==> src/rtl/inst_mem_loader.sv <==
// Instruction-memory loader: packs a big-endian byte stream into 32-bit words written from address 0
// until the halt word. Optional trailing checksum byte when INST_LOADER_CHKSUM_EN is defined.
module inst_mem_loader #(
    parameter int DEPTH  = 200,
    parameter int ADDR_W = 8
) (
    input  logic              clk,
    input  logic              rstn,
    input  logic              start,
    input  logic [7:0]        rx_data,
    input  logic              rx_valid,
    output logic              rx_ready,
    output logic              we,
    output logic [ADDR_W-1:0] waddr,
    output logic [31:0]       wdata,
    output logic              busy,
    output logic              done,
    output logic              overflow_err,
    output logic [ADDR_W:0]   word_count,
    output logic              chk_err
);

`ifdef INST_LOADER_CHKSUM_EN
    typedef enum logic [2:0] {
        IDLE  = 3'd0,
        RECV  = 3'd1,
        WRITE = 3'd2,
        CHK   = 3'd3,
        DONE  = 3'd4
    } state_t;
`else
    typedef enum logic [2:0] {
        IDLE  = 3'd0,
        RECV  = 3'd1,
        WRITE = 3'd2,
        DONE  = 3'd4
    } state_t;
`endif

    localparam logic [ADDR_W:0] DEPTH_C   = (ADDR_W + 1)'(DEPTH);
    localparam logic [ADDR_W:0] ONE_C     = (ADDR_W + 1)'(1);
    localparam logic [31:0]     HALT_WORD = 32'hffff_ffff;

    state_t              state_r;
    logic [1:0]          byte_idx_r;
    logic [23:0]         shift_r;
    logic [ADDR_W:0]     count_r;
    logic                rx_ready_r;
    logic                we_r;
    logic [ADDR_W-1:0]   waddr_r;
    logic [31:0]         wdata_r;
    logic                busy_r;
    logic                done_r;
    logic                ovf_r;
    logic                accept_s;
    logic [31:0]         word_s;

`ifdef INST_LOADER_CHKSUM_EN
    logic [7:0]          sum_r;
    logic                chk_r;

    function automatic logic [7:0] chk_add(input logic [7:0] acc, input logic [7:0] data);
        return acc + data;
    endfunction
`endif

    assign accept_s = rx_valid & rx_ready_r;
    // First byte received ends up in the MSB.
    assign word_s   = {shift_r, rx_data};

    // Load sequencer: state, counters and all registered outputs.
    always_ff @(posedge clk or negedge rstn) begin
        if (!rstn) begin
            state_r    <= IDLE;
            byte_idx_r <= 2'd0;
            shift_r    <= 24'd0;
            count_r    <= '0;
            rx_ready_r <= 1'b0;
            we_r       <= 1'b0;
            waddr_r    <= '0;
            wdata_r    <= 32'd0;
            busy_r     <= 1'b0;
            done_r     <= 1'b0;
            ovf_r      <= 1'b0;
`ifdef INST_LOADER_CHKSUM_EN
            sum_r      <= 8'd0;
            chk_r      <= 1'b0;
`endif
        end else begin
            we_r <= 1'b0;
            case (state_r)
                IDLE, DONE: begin
                    if (start) begin
                        byte_idx_r <= 2'd0;
                        shift_r    <= 24'd0;
                        count_r    <= '0;
                        ovf_r      <= 1'b0;
                        done_r     <= 1'b0;
                        busy_r     <= 1'b1;
                        rx_ready_r <= 1'b1;
`ifdef INST_LOADER_CHKSUM_EN
                        sum_r      <= 8'd0;
                        chk_r      <= 1'b0;
`endif
                        state_r    <= RECV;
                    end else begin
                        state_r    <= state_r;
                    end
                end
                RECV: begin
                    if (accept_s) begin
                        shift_r    <= word_s[23:0];
                        byte_idx_r <= byte_idx_r + 2'd1;
`ifdef INST_LOADER_CHKSUM_EN
                        sum_r      <= chk_add(sum_r, rx_data);
`endif
                        if (byte_idx_r == 2'd3) begin
                            rx_ready_r <= 1'b0;
                            // A full memory drops the word and aborts the load.
                            if (count_r == DEPTH_C) begin
                                ovf_r   <= 1'b1;
                                done_r  <= 1'b1;
                                busy_r  <= 1'b0;
                                state_r <= DONE;
                            end else begin
                                we_r    <= 1'b1;
                                waddr_r <= count_r[ADDR_W-1:0];
                                wdata_r <= word_s;
                                state_r <= WRITE;
                            end
                        end else begin
                            state_r <= RECV;
                        end
                    end else begin
                        state_r <= RECV;
                    end
                end
                WRITE: begin
                    count_r <= count_r + ONE_C;
                    if (wdata_r == HALT_WORD) begin
`ifdef INST_LOADER_CHKSUM_EN
                        rx_ready_r <= 1'b1;
                        state_r    <= CHK;
`else
                        done_r     <= 1'b1;
                        busy_r     <= 1'b0;
                        state_r    <= DONE;
`endif
                    end else begin
                        rx_ready_r <= 1'b1;
                        state_r    <= RECV;
                    end
                end
`ifdef INST_LOADER_CHKSUM_EN
                CHK: begin
                    if (accept_s) begin
                        chk_r      <= (rx_data != sum_r);
                        done_r     <= 1'b1;
                        busy_r     <= 1'b0;
                        rx_ready_r <= 1'b0;
                        state_r    <= DONE;
                    end else begin
                        state_r    <= CHK;
                    end
                end
`endif
                default: begin
                    rx_ready_r <= 1'b0;
                    busy_r     <= 1'b0;
                    state_r    <= IDLE;
                end
            endcase
        end
    end

    assign rx_ready     = rx_ready_r;
    assign we           = we_r;
    assign waddr        = waddr_r;
    assign wdata        = wdata_r;
    assign busy         = busy_r;
    assign done         = done_r;
    assign overflow_err = ovf_r;
    assign word_count   = count_r;
`ifdef INST_LOADER_CHKSUM_EN
    assign chk_err      = chk_r;
`else
    assign chk_err      = 1'b0;
`endif

endmodule

==> config.mk <==
export PLATFORM = sky130hd
export DESIGN_NAME = inst_mem_loader
export DESIGN_NICKNAME = d
export VERILOG_FILES = /design/src/rtl/inst_mem_loader.sv
export SDC_FILE = /design/constraint.sdc
export NUM_CORES = 1
export LEC_CHECK = 0
export ABC_AREA = 1
export BUFFER_PORTS_ARGS = -buffer_cell sky130_fd_sc_hd__buf_4
export CAP_MARGIN = 20
export CORE_MARGIN = 5
export CORE_UTILIZATION = 55
export DETAILED_ROUTE_END_ITERATION = 8
export PLACE_DENSITY_LB_ADDON = 0.25
export SETUP_SLACK_MARGIN = 0.5
export SLEW_MARGIN = 20
export SYNTH_ARGS = -nofsm -noshare
export SYNTH_HDL_FRONTEND = slang
export SYNTH_SLANG_ARGS = --single-unit
==> constraint.sdc <==
create_clock -name clk -period 1.6 [get_ports clk]
set_input_delay 0.32 -clock clk [delete_from_list [all_inputs] [get_ports clk]]
set_output_delay 0.32 -clock clk [all_outputs]
set_load 0.02 [all_outputs]
==> results of run 1 <==
[Yosys cell counts, drive strengths merged]
cell and n:
a21oi 3, a22oi 1, a31o 1, a31oi 1
buf 13, conb 1, dfrtp 83, ha 3
inv 55, nand2 95, nand3 11, nand4 3
nor2 28, o21ai 45, o221ai 1, o22ai 28
o31ai 1, xor2 1
[metrics by stage]
step                      util [%]  setup WS [ns]  hold slack (ns)  instance area (sq um)  cells
after floorplan                  -          0.164           0.0244                   3810    374
after global placement        68.7          0.125            0.280                   4390    515
after detailed placement      68.7         0.0111            0.290                   4390    515
after CTS                     92.6         0.0628            0.239                   5910    601
[cell families after synthesis]
group	Yosys count	share of synthesized area, %
adder cells (fa/ha/maj)	3	1.03
flip-flops	83	56.9
other	1	0.103
AND/OR/NAND/NOR	137	16.2
buffers and inverters	68	9.02
AO/OA/AOI/OAI	81	16.5
XOR/XNOR	1	0.240
[repair_timing]
item | 4_1_cts
setup endpoints to repair | 137
buffers inserted | 58
endpoints found under the hold margin | 29
resized for setup | 140
hold buffers | 1
gates cloned | 11
pin swaps | 14
==> results.yml, run 1 <==
outcome:
  status: "stopped before the end"
  stop_stage: "global routing"
  tool.error: "[ERROR DPL-0038] Utilization greater than 100%, impossible to legalize"
synthesis:
  synth-seq-cells: 83
  synth_top_cell_by_area: "dfrtp_1"
  ys_seq_area_share_pct: 56.9
  yosys.area.top_type_share_pct: 56.9
  synth_cell_types: 27
  netlist_top_cells_area: "dfrtp_1 (57%), nand2_1 (9.7%), o21ai_2 (9.4%)"
  syn_inst: 374
  syn_avg_cell_area_sq_um: 9.76
  synth_fp_nets: 389
  yosysWarnings: 0
  syn_area_sq_mm: 0.00365
die:
  die_w_um: 91.4
  die_y_um: 91.4
  initial_core_util_pct: 57.1
  io-pin-count: 67
  fp-row-count: 29
timing:
  worstEndpointGrtRepair: "waddr[0]$_DFFE_PN0P_/D"
  endpoint_type: "sequential cell input"
cts:
  cts_buffers: 9
  cts-root-buf: "clkbuf_8"
  cts.path.max_buffers: 2
  cts_max_level: 3
  clock_sinks: 83
placed_design:
  gp_congestion: 0.899
  port_buffers: 65
  dp_hpwl_um: 5770
global_routing:
  grt_max_degree: 39
==> run 2: changes to the inputs <==
Settings changed: CORE_UTILIZATION 55 to 40, PLACE_DENSITY_LB_ADDON 0.25 to 0.15, SETUP_SLACK_MARGIN 0.5 to not set.
==> run 2 against run 1 <==
- synthesized cell count stayed put
- synthesized area unchanged
- the flow now finishes without violations
==> results.yml, run 2 <==
outcome:
  status: "finished clean"
finish:
  layout-drive-gt1-share_pct: 37.1
  finalNonFillerCells: 580
  area.growth.synth_to_final_pct: 31.8
  final_net_count: 482
  largest_reg_flops: 32
  layout_common_cells: "nand2_1 (92), dfrtp_1 (83), buf_4 (80)"
  finalInstanceArea_sq_mm: 0.00481
  final_common_cell: "nand2_1"
  diodes: 0
route:
  vias: 2884
  remaining_drc_errors: 0
  vias_per_cell: 4.97
  drt_pass1_iterations: 4
  routedWlPerCell_um: 15.4
  finalWirelength_um: 8930
  drtIter0Drc: 126
  ant_nets: 0
pwr:
  power_frac_seq_pct: 42.4
  ir_worst_vdd_v: 0.000588
  clkPwrFrac_pct: 25.4
  p_per_area_mw_per_mm2: 1380
  p_int_mw: 4.28
  p_switching_mw: 2.34
  p_total_mw: 6.62
  total_leakage_power_nw: 2.37
  combPwrFrac_pct: 32.2
  p_sw_share_pct: 35.4
synthesis:
  syn_avg_cell_area_sq_um: 9.76
  synth_edf_count: 0
  synth_fp_nets: 389
  ys_seq_area_share_pct: 56.9
  yosysWarnings: 0
  synth-simple-area-share_pct: 16.2
  synth-seq-cells: 83
  synthTopCellsByCount: "nand2_1 (94), dfrtp_1 (83), inv_1 (44)"
  yosys.area.top_type_share_pct: 56.9
  synth_cell_types: 27
  synth_xor_area_share_pct: 0.240
  netlist_top_cells_area: "dfrtp_1 (57%), nand2_1 (9.7%), o21ai_2 (9.4%)"
  synth_top_family_by_area: "compound AO/OA/AOI/OAI gates"
  synth_flop_cell: "dfrtp_1"
  async_flop_share_pct: 100
  synth_top_cell_by_area: "dfrtp_1"
  muxShareOfSynthArea_pct: 0
  yosysMostFrequentCell: "nand2_1"
  synth_compound_area_share_pct: 16.5
  syn_area_sq_mm: 0.00365
  synth_adder_area_share_pct: 1.03
  syn_inst: 374
timing:
  period_share_pct: 96.5
  hold-worst-slack_ns: 0.247
  period_needed_ns: 1.54
  fin_skew_ns: 0.00801
  max_freq_mhz: 648
  fin_ws_ns: 0.0559
  finalSetupViolations: 0
  maxSlewViolCount: 0
  finalHoldViolations: 0
setup_path:
  startpoint_type: "register"
  critical_path_class: "reg -> reg"
  arrival_ns: 1.79
  critPathBufInv: 2
  cp_common_cell: "nand2_2"
  r2r_setup_slack_ns: 0.06
  critical_path.top_delay_family: "simple AND/OR/NAND/NOR gates"
  rr_endpoint: "wdata[21]"
  crit_path_max_incr_delay_ns: 0.40
  endpoint: "wdata[21]"
  cp-startpoint: "word_count[1]"
  worstPathRequired_ns: 1.84
  cp_max_fo: 8
  cp.depth: 9
  cpMaxStageDelayCell: "dfrtp_1"
  ff2ff_path_depth: 9
  worstPathCellList: "inv_2 > ha_4 > nand2_2 > nor2_4 > nand2_2 > nand3_4 > clkbuf_16 > nand2_1 > o21ai_2"
  critPathCaptureType: "register"
  r2r_start: "word_count[1]"
global_routing:
  grt_pass1_wl_um: 13900
  grt_max_degree: 35
  grt_usage_pct: 15.5
  grt_pass1_vias: 2813
  grt_antenna_before_repair: 0
  grt_overflow: 0
cts:
  path_clk_slew_ns: 0.09
  cts_max_level: 3
  clock_sinks: 83
  clock_latency_ns: 0.35
  cts_tree: "yes"
  cts-root-buf: "clkbuf_8"
  cts.path.max_buffers: 2
  cts_buffers: 9
die:
  die_y_um: 106
  coreArea_sq_mm: 0.00881
  die-area_sq_mm: 0.0111
  initial_core_util_pct: 41.4
  io-pin-count: 67
  die_w_um: 106
  fp-row-count: 34
hold_path:
  min_path_type: "in -> reg"
  worstHoldStart: "rx_data[0]"
placed_design:
  gp_congestion: 0.800
  dp_hpwl_um: 5980
  port_buffers: 65
  placed_cell_area_sq_mm: 0.00435
  preCtsSetupSlack_ns: 0.0390
  dpl.cell_count: 551
job:
  maxCapViolCount: 0
## run 2: worst min-delay path by stage
stage,slack (ns),endpoint,cells after the start
2_1_floorplan,0.02,busy,0
3_3_place_gp,0.29,wdata[4],1
3_5_place_dp,0.30,wdata[5],1
4_1_cts,0.24,wdata[0],3
5_1_grt,0.25,wdata[3],3
6_report,0.25,wdata[0],3
## run 2: area by class of cell
type	instances	area, sq um
multi-input cells	224	1290
inverters	55	206
flip-flops and latches	83	2080
well taps	108	135
repair buffers	94	878
clock buffers	9	124
fillers	813	4000
clock inverters	7	98.8
## run 2: cell families (layout without fill, tap and decap cells)
kind of cell             count (synthesis)  in the layout
AND/OR/NAND/NOR                        137            138
flip-flops                              83             83
AO/OA/AOI/OAI                           81             81
buffers and inverters                   68            165
adder cells (fa/ha/maj)                  3              3
other                                    1              1
XOR/XNOR                                 1              1
## run 2: timing repair
item,in CTS,in global routing
hold buffers,1,0
gates resized for setup,0,12
endpoints found under the hold margin,28,0
buffers inserted,0,4
endpoints found under the setup margin,0,43
## run 2: worst reg2reg max path, cell delays in order (launching register included)
cell       delay [ns]
dfrtp_1          0.40
inv_2            0.07
ha_4             0.15
nand2_2          0.07
nor2_4           0.04
nand2_2          0.13
nand3_4          0.21
clkbuf_16        0.24
nand2_1          0.07
o21ai_2          0.05
## run 2: per-layer routing
| metal | global-route usage [%] | routed length, um | up-vias | share of wire (%) |
|---|---|---|---|---|
| met5 | 0 | 0 | - | 0 |
| met4 | 4.63 | 86 | 0 | 0.96 |
| met3 | 3.67 | 369 | 8 | 4.1 |
| met2 | 25.0 | 4380 | 76 | 49 |
| met1 | 20.8 | 4090 | 1399 | 46 |
| li1 | - | - | 1401 | - |
## run 2: power by group through the flow
stage	Sequential, mW	Combinational, mW	Clock [mW]
2_1_floorplan	3.07	1.06	0
3_3_place_gp	2.83	2.06	0
3_5_place_dp	2.85	2.09	0
4_1_cts	2.81	2.10	1.73
5_1_grt	2.86	2.36	1.82
6_report	2.80	2.13	1.68
## run 2: per-stage QoR
| stage | util, % | TNS (ns) |
|---|---|---|
| finish | 54.6 | 0 |
| global route | 54.6 | -0.195 |
| CTS | 52.1 | 0 |
| detailed placement | 49.4 | 0 |
| global placement | 49.4 | 0 |
| floorplan | - | 0 |
Note: power is estimated with default switching activity, not from simulation.
